File: src/rtl/mem_bus_arbiter.sv
// Two-port memory bus arbiter: instruction fetch (port 0) and data (port 1)
// share one downstream memory port, one transaction at a time.
//
// Ports:
//   clk, reset_n         rising-edge clock, synchronous active-low reset
//   m0_* / m1_*          requester ports: valid/addr/wdata/wstrb in,
//                        ready (one-cycle completion pulse) and rdata out
//   s_valid/addr/wdata/wstrb  downstream request, held until s_ready
//   s_ready, s_rdata     downstream completion pulse and read data
//   grant                one-hot downstream owner, 00 when idle/done
// RR_EN=1 alternates on ties, RR_EN=0 gives port 0 fixed priority.
module mem_bus_arbiter #(
    parameter bit RR_EN = 1'b1
) (
    input  logic        clk,
    input  logic        reset_n,
    input  logic        m0_valid,
    output logic        m0_ready,
    input  logic [31:0] m0_addr,
    input  logic [31:0] m0_wdata,
    input  logic [3:0]  m0_wstrb,
    output logic [31:0] m0_rdata,
    input  logic        m1_valid,
    output logic        m1_ready,
    input  logic [31:0] m1_addr,
    input  logic [31:0] m1_wdata,
    input  logic [3:0]  m1_wstrb,
    output logic [31:0] m1_rdata,
    output logic        s_valid,
    output logic [31:0] s_addr,
    output logic [31:0] s_wdata,
    output logic [3:0]  s_wstrb,
    input  logic        s_ready,
    input  logic [31:0] s_rdata,
    output logic [1:0]  grant
);

    typedef enum logic [1:0] {
        IDLE  = 2'd0,
        BUSY0 = 2'd1,
        BUSY1 = 2'd2,
        DONE  = 2'd3
    } state_t;

    state_t state;
    // 1 when port 1 was granted most recently
    logic   last_grant;
    logic   pick1;

    // Port 1 wins when alone, or on a tie when round-robin says port 0
    // had the previous turn.
    always_comb begin
        pick1 = 1'b0;
        if (m1_valid && !m0_valid) begin
            pick1 = 1'b1;
        end else if (m1_valid && m0_valid && RR_EN) begin
            pick1 = !last_grant;
        end
    end

    always_ff @(posedge clk) begin
        if (!reset_n) begin
            state      <= IDLE;
            last_grant <= 1'b1;
            s_valid    <= 1'b0;
            s_addr     <= '0;
            s_wdata    <= '0;
            s_wstrb    <= '0;
            m0_ready   <= 1'b0;
            m1_ready   <= 1'b0;
            m0_rdata   <= '0;
            m1_rdata   <= '0;
            grant      <= 2'b00;
        end else begin
            m0_ready <= 1'b0;
            m1_ready <= 1'b0;
            unique case (state)
                IDLE: begin
                    if (m0_valid || m1_valid) begin
                        s_valid    <= 1'b1;
                        last_grant <= pick1;
                        if (pick1) begin
                            state   <= BUSY1;
                            grant   <= 2'b10;
                            s_addr  <= m1_addr;
                            s_wdata <= m1_wdata;
                            s_wstrb <= m1_wstrb;
                        end else begin
                            state   <= BUSY0;
                            grant   <= 2'b01;
                            s_addr  <= m0_addr;
                            s_wdata <= m0_wdata;
                            s_wstrb <= m0_wstrb;
                        end
                    end
                end
                BUSY0: begin
                    if (s_ready) begin
                        state    <= DONE;
                        s_valid  <= 1'b0;
                        grant    <= 2'b00;
                        m0_ready <= 1'b1;
                        m0_rdata <= s_rdata;
                    end
                end
                BUSY1: begin
                    if (s_ready) begin
                        state    <= DONE;
                        s_valid  <= 1'b0;
                        grant    <= 2'b00;
                        m1_ready <= 1'b1;
                        m1_rdata <= s_rdata;
                    end
                end
                // One dead cycle so a requester still holding valid
                // while it sees ready is not granted again.
                DONE: begin
                    state <= IDLE;
                end
                default: begin
                    state <= IDLE;
                end
            endcase
        end
    end

endmodule
File: config.mk
export PLATFORM = sky130hd
export DESIGN_NAME = mem_bus_arbiter
export DESIGN_NICKNAME = d
export VERILOG_FILES = /design/src/rtl/mem_bus_arbiter.sv
export SDC_FILE = /design/constraint.sdc
export NUM_CORES = 1
export LEC_CHECK = 0
export CAP_MARGIN = 20
export CORE_MARGIN = 2
export CORE_UTILIZATION = 41
export DETAILED_ROUTE_END_ITERATION = 6
export GPL_TIMING_DRIVEN = 0
export PLACE_DENSITY = 0.94
export SLEW_MARGIN = 20
export SYNTH_ARGS = -nofsm -noshare
export SYNTH_HDL_FRONTEND = slang
export SYNTH_SLANG_ARGS = --single-unit
File: constraint.sdc
create_clock -name clk -period 5.3 [get_ports clk]
set_clock_uncertainty 0.1 [all_clocks]
set_input_delay 1.06 -clock clk [delete_from_list [all_inputs] [get_ports clk]]
set_output_delay 1.06 -clock clk [all_outputs]
set_load 0.01 [all_outputs]
* Word level (Yosys, flattened, before mapping)
Index checks and enable logic that the tools add are counted.
** Cells by class
- Add/subtract/negate cells :: 0
- $mul :: 0
- Div/mod/pow operators :: 0
- $lt $le $gt $ge :: 0
- Equality and inequality tests :: 5
- Shifts and indexed selects :: 0
- Muxes and demuxes :: 15
- Bitwise operators :: 0
- Reductions and logical operators :: 15
** Operators with widths (count)
- $mux 32 :: 2
- $reduce_and 2->1 :: 6
- $mux 2 :: 4
- $pmux 2 s3 :: 1
- $mux 1 :: 5
- $eq 2x2->1 const B :: 2
- $mux 4 :: 1
- $pmux 2 s2 :: 1
- $reduce_and 3->1 :: 1
- $eq 2x1->1 const B :: 1
- $logic_and 1x1->1 :: 2
- $logic_not 1->1 :: 2
- $logic_not 2->1 :: 1
- $ne 2x1->1 const B :: 1
- $ne 2x2->1 const B :: 1
- $pmux 1 s2 :: 1
- $reduce_bool 2->1 :: 1
- $reduce_or 2->1 :: 1
- $logic_or 1x1->1 :: 1
** Word-level totals
- Register bits after elaboration :: 140
- Bits in latches :: 0
- RAM bits :: 0
- ROM bits :: 0
- Input port bits :: 173
- Output and inout port bits :: 137
- Memories :: 0

* Logic depth before layout (Yosys ltp)
Gate-level depths: netlist of the first run.
- Depth in word-level cells :: 6
- Gate-level depth with buffers :: 7

* Worst setup path after synthesis of the first run
OpenSTA, ideal clock, no wires.
- Path kind :: input-to-reg
- Start point :: in m1_valid
- End point :: reg s_addr[22]
- Library setup time :: 0.125 ns
- Arrival :: 1.734 ns
- Required time :: 5.075 ns
- Slack :: 3.340 ns
- Stages :: 6
- Buffers on the path :: 3
- Cells stage by stage :: a21bo_1 > buf_4 > buf_6 > buf_8 > nand2_1 > a31oi_1
** Between the ends
- Longest elaborated chain between the ends :: 4
** RTL lines
- start, declared :: RTL line 23 : input logic m1_valid,
- $logic_and 1x1->1 :: RTL line 56 : end else if (m1_valid && m0_valid && RR_EN) begin
- $mux 1 :: RTL line 56
- $mux 1 :: RTL line 54 : if (m1_valid && !m0_valid) begin
- $mux 32 :: RTL line 82 : if (pick1) begin
- end signal, assigned :: RTL line 85 : s_addr <= m1_addr;
- end signal, assigned :: RTL line 91 : s_addr <= m0_addr;
- end, declared :: RTL line 30 : output logic [31:0] s_addr,
Parallel ways exist; a longest one is shown, timed or not.
A chain may end at the register's enable or synchronous reset.

==> out/metrics.cfg, run 1 <==
[outcome]
outcome = completed

[layout]
area_growth_pct = 72.42
drive_gt1_share_pct = 6.718
postLayoutCoreUtil_pct = 71.79
fillers = 931
regArea_um2 = 2803
n_antenna_cell = 0
finalNetCount = 1208
multiInputGateArea_um2 = 2360

[hold_path]
whs_endpoint = m1_rdata[23]
worstHoldPathCells = 2
min-delay-start = m1_rdata[23]
worstHoldPathType = reg2reg

[synthesis]
post-synth-top-count-cell = nand2_1
yosys_warnings = 0
ys_async_sr_fraction_pct = 0
synth_edf_count = 0
synth_flop_cell = dfxtp_1
synth_top_area_cell = dfxtp_1
syn_avg_cell_area_um2 = 7.792
synthesis.nets = 880
yosysSeqAreaShare_pct = 51.24
synth.area.top_cells = dfxtp_1, nand2_1, a31oi_1
synth.top_cell.area_share_pct = 51.24
syn_inst = 702
synth_area_um2 = 5470
synth-seq-cells = 140
ys_top_cells_by_count = nand2_1, dfxtp_1, o21ai_0
yosysUniqueCellTypes = 29

[global_route]
grt_start_max_net_pins = 17
grt_pass1_vias = 6521
grt_usage_pct = 30.14
gr-total-overflow = 0
antenna_found_initial = 0
grt_pass1_wl_mm = 33.72

[setup_path]
crit_path_max_incr_delay_ns = 0.52
r2r-start = state[0]
cp_common_cell = clkbuf_1
arrival_ns = 2.86
slowest_stage = clkdlybuf4s50_1
path_class = in2reg
r2r_end = s_valid
required_ns = 5.54
end_kind = flop
cp_max_fo = 10
worst_r2r_path_depth = 5
critPathLaunchType = input pin
startpoint = reset_n
cp_cell_sequence = clkdlybuf4s50_1 -> clkbuf_1 -> clkbuf_1 -> o21ai_0 -> a31oi_1
reg2reg_slack_ns = 3.45

[clock_network]
cts_tree = done
clk_latency_ns = 0.42
clk_path_buf_depth = 2
cts_setup_buffers = 0
cts_resized = 0
htreeDepth = 4
root_buffer = clkbuf_16
cts_hold_buf = 0
numCtsBuffers = 17
clkTransAtPathRegs_ns = 0.06
clock_sinks = 140

[route]
vias = 6567
wl_mm = 21.64
postRouteAntennaNets = 0
drt_iter0_markers = 463
avgRoutedWirePerCell_um = 17.77
vias_per_cell = 5.392
drc = 0
dr.pass1.iters = 5

[floorplanning]
boundaryPins = 310
core.rowCount = 42
dieHeight_um = 119.5
die_area_um2 = 14280
core_area_um2 = 13140
die_w_um = 119.5
initial_utilization_pct = 41.64

[sta]
clock.fmax_mhz = 380.8
tightest_slew_ns = 0.5201
whs_ns = 0.3501
finalSetupViolCount = 0
setup_tns_ns = 0
rsz0062_at_grt = false
fin_crit_ns = 2.626
slew_viol_final = 0
maxSlewHeadroom_pct = 65.33
period_share_pct = 49.54
finalHoldViolations = 0

[placed_design]
dpl.hpwl_mm = 15.92
place.gp.congestion = 0.9445
io_buffers = 309

[pwr]
p_leak_nw = 3.568
power.total_mw = 4.451
peakVddDrop_v = 0.0002431
power_density_nw_per_um2 = 471.9

[job]
cap_violations = 0

==> cell type report <==
cell class / count / area share (%)
Buffer: 59 / 3.144
Clock buffer: 20 / 4.842
Clock inverter: 11 / 2.030
Inverter: 3 / 0.1194
Multi-Input combinational cell: 500 / 25.02
Sequential cell: 140 / 29.72
Tap cell: 176 / 2.335
Timing Repair Buffer: 309 / 32.79
==> worst max-delay path by stage <==
stage                       to  cells past startpoint
detailed placement  s_addr[17]                      5
global route        s_addr[19]                      5
CTS                  s_addr[5]                      5
floorplan           s_addr[22]                      6
finish               s_addr[5]                      5
global placement    s_addr[19]                      5
==> sequential cells by signal, indices dropped and copies added, names as in the netlist <==
| name | flops |
|---|---|
| m1_rdata | 32 |
| state | 2 |
| s_wdata | 32 |
| last_grant | 1 |
| grant | 2 |
| m1_ready | 1 |
| s_wstrb | 4 |
| s_valid | 1 |
| s_addr | 32 |
| m0_rdata | 32 |
| m0_ready | 1 |
==> layer usage <==
layer,track usage [%],wire length [um],up-vias,part of all wire [%]
li1,-,-,3021,-
met1,34.74,8376,3076,39
met2,50.18,10310,369,48
met3,7.795,1639,101,7.6
met4,18.16,1322,0,6.1
met5,0,0,-,0
==> cell families (layout without fill, tap and decap cells) <==
logic type / count (synthesis) / count (layout) / synth area share [%]
AND/OR/NAND/NOR: 281 / 281 / 19.83
AO/OA/AOI/OAI: 210 / 210 / 21.41
flip-flops: 140 / 140 / 51.24
buffers and inverters: 62 / 402 / 5.627
adder cells (fa/ha/maj): 5 / 5 / 1.144
multiplexers: 4 / 4 / 0.7548
==> layout by cell type (no fill, tap or decap), types with 3 or more instances in the layout <==
cell type and instances:
clkinvlp_4 3, nand2_1 270, a21oi_1 65, buf_4 3
a31oi_1 68, clkbuf_1 22, clkdlybuf4s50_1 309, clkbuf_2 3
o21ai_0 70, bufinv_16 5, mux2i_1 3, ha_1 5
clkbuf_16 17, and2_1 3, buf_2 27, nor2_1 3
dfxtp_1 140
==> power by group <==
group,internal [mW],switching (mW)
clock,0.856,0.459
sequential,1.33,0.150
combinational,0.814,0.844
total,3.00,1.45
==> metrics by stage <==
step	cell area (um2)	cells	worst slack (ns)
final	9432	1218	2.674
after global routing	9432	1218	2.522
after CTS	9432	1218	2.662
after detailed placement	8783	1187	2.280
after global placement	8783	1187	2.360
after floorplan	5470	702	3.340
==> worst max-delay path, delay by kind of cell <==
family | cells | cell delay [ns]
AO/OA/AOI/OAI | 2 | 0.44
buffers and inverters | 3 | 1.36
Note: power is estimated with default switching activity, not from simulation.
==> run 2: changes to the inputs <==
--- a/config.mk
+++ b/config.mk
@@ -7,10 +7,10 @@
 export LEC_CHECK = 0
 export CAP_MARGIN = 20
 export CORE_MARGIN = 2
-export CORE_UTILIZATION = 41
+export CORE_UTILIZATION = 35
 export DETAILED_ROUTE_END_ITERATION = 6
 export GPL_TIMING_DRIVEN = 0
-export PLACE_DENSITY = 0.94
+export PLACE_DENSITY = 0.86
 export SLEW_MARGIN = 20
 export SYNTH_ARGS = -nofsm -noshare
 export SYNTH_HDL_FRONTEND = slang
==> constraint.sdc (replaced) <==
create_clock -name clk -period 2.25 [get_ports clk]
set_clock_uncertainty 0.1 [all_clocks]
set_input_delay 0.45 -clock clk [delete_from_list [all_inputs] [get_ports clk]]
set_output_delay 0.45 -clock clk [all_outputs]
set_load 0.01 [all_outputs]
==> run 2 against run 1 <==
Effect of this change: clock power increased by 120%; utilization decreased by 10 points; final cell count grew 3.0%; hold slack better by 0.0018 ns; power is 130% higher; combinational power rose by 130%; worst setup slack got worse by 2.4 ns; sequential power rose by 130%; cell area is the same; highest routed layer unchanged.
==> out/metrics.cfg, run 2 (synthesis gave the netlist of run 1 again) <==
[outcome]
outcome = completed

[clock_network]
root_buffer = clkbuf_16
clock_sinks = 140
clk_path_buf_depth = 2
cts_tree = done
clkTransAtPathRegs_ns = 0.06
htreeDepth = 4
cts_hold_buf = 0
cts_setup_buffers = 0
numCtsBuffers = 17
clk_latency_ns = 0.41
cts_resized = 0

[setup_path]
startpoint = reset_n
arrival_ns = 2.22
critPathLaunchType = input pin
path_class = in2reg
end_kind = flop
r2r-start = state[0]
cp_max_fo = 10
required_ns = 2.49

[layout]
postLayoutCoreUtil_pct = 61.81
fillers = 1244
drive_gt1_share_pct = 6.520
n_antenna_cell = 0
layout_commonest_cell = clkdlybuf4s50_1
final_cell_mix = clkdlybuf4s50_1, nand2_1, dfxtp_1
finalNetCount = 1208
area_growth_pct = 72.42

[pwr]
power_density_nw_per_um2 = 1080
p_seq_share_pct = 33.9
comb_power_share_pct = 37.7
peakVddDrop_v = 0.0005691
cellInternalPower_mw = 6.852
switchingPower_mw = 3.330
p_leak_nw = 3.548
switching_share_pct = 32.70
p_clk_share_pct = 28.3

[placed_design]
pre_cts_slack_ns = -0.1838
dpl.hpwl_mm = 15.33
place.gp.congestion = 0.8856
io_buffers = 309

[floorplanning]
initial_utilization_pct = 35.85
die_w_um = 129.0
dieHeight_um = 129.0
core_area_um2 = 15260
core.rowCount = 45
die_area_um2 = 16640
boundaryPins = 310

[global_route]
gr-total-overflow = 0
grt_pass1_vias = 6142
grt_pass1_wl_mm = 31.17
grt_start_max_net_pins = 17
antenna_found_initial = 0
grt_usage_pct = 24.00

[route]
postRouteAntennaNets = 0
dr.pass1.iters = 5
drt_iter0_markers = 394
vias = 6278
avgRoutedWirePerCell_um = 16.36
wl_mm = 20.52
drc = 0
vias_per_cell = 5.006

[hold_path]
worstHoldPathType = reg2reg
min-delay-start = m0_rdata[1]

[sta]
fin_ws_ns = 0.2761
maxSlewHeadroom_pct = 63.88
fin_crit_ns = 1.974
whs_ns = 0.3519
tightest_slew_ns = 0.5418
finalHoldViolations = 0
period_share_pct = 87.73
slew_viol_final = 0
rsz0062_at_grt = false
clock.fmax_mhz = 506.6
finalSetupViolCount = 0

[job]
cap_violations = 0

run 2: cell type report:
type / instances / area, um2 / area share [%]
buffer: 59 / 296.5 / 3.144
clock buffer: 23 / 467.9 / 4.962
clock inverter: 9 / 136.4 / 1.446
inverter: 3 / 11.26 / 0.1194
multi-input combinational: 500 / 2360 / 25.02
sequential: 140 / 2803 / 29.72
tap: 211 / 264.0 / 2.799
timing repair buffer: 309 / 3093 / 32.79
run 2: worst max-delay path, stage by stage:
cell and delay [ns]:
clkdlybuf4s50_1 0.50, clkbuf_1 0.44, clkbuf_1 0.45, o21ai_0 0.19, a31oi_1 0.18
run 2: final timing paths:
path,endpoint,slack [ns],cells past startpoint
setup / recovery,s_addr[16],0.28,5
hold / removal,m0_rdata[1],0.35,2
setup reg to reg,s_valid,0.41,5
hold reg to reg,m0_rdata[1],0.35,2
run 2: power groups by stage:
stage / clock (mW) / sequential (mW) / combinational [mW]
5_1_grt: 3.02 / 3.52 / 4.17
4_1_cts: 2.91 / 3.45 / 3.86
3_3_place_gp: 0 / 3.46 / 3.78
3_5_place_dp: 0 / 3.49 / 3.83
2_1_floorplan: 0 / 3.76 / 1.47
6_report: 2.88 / 3.46 / 3.84
run 2: per-layer routing:
| metal | wire length [um] | part of all wire (%) | vias to the layer above | track usage, % |
|---|---|---|---|---|
| li1 | - | - | 3017 | - |
| met1 | 8251 | 40 | 2941 | 27.96 |
| met2 | 10100 | 49 | 251 | 40.87 |
| met3 | 1194 | 5.8 | 69 | 5.450 |
| met4 | 975 | 4.8 | 0 | 13.49 |
| met5 | 0 | 0 | - | 0 |
run 2: through the flow:
| stage | cell area [um2] | setup TNS, ns | instances | power (mW) |
|---|---|---|---|---|
| 4_1_cts | 9432 | 0 | 1254 | 10.21 |
| 2_1_floorplan | 5470 | 0 | 702 | 5.221 |
| 6_report | 9432 | 0 | 1254 | 10.18 |
| 5_1_grt | 9432 | 0 | 1254 | 10.72 |
| 3_5_place_dp | 8827 | -2.637 | 1222 | 7.313 |
| 3_3_place_gp | 8827 | -1.190 | 1222 | 7.236 |
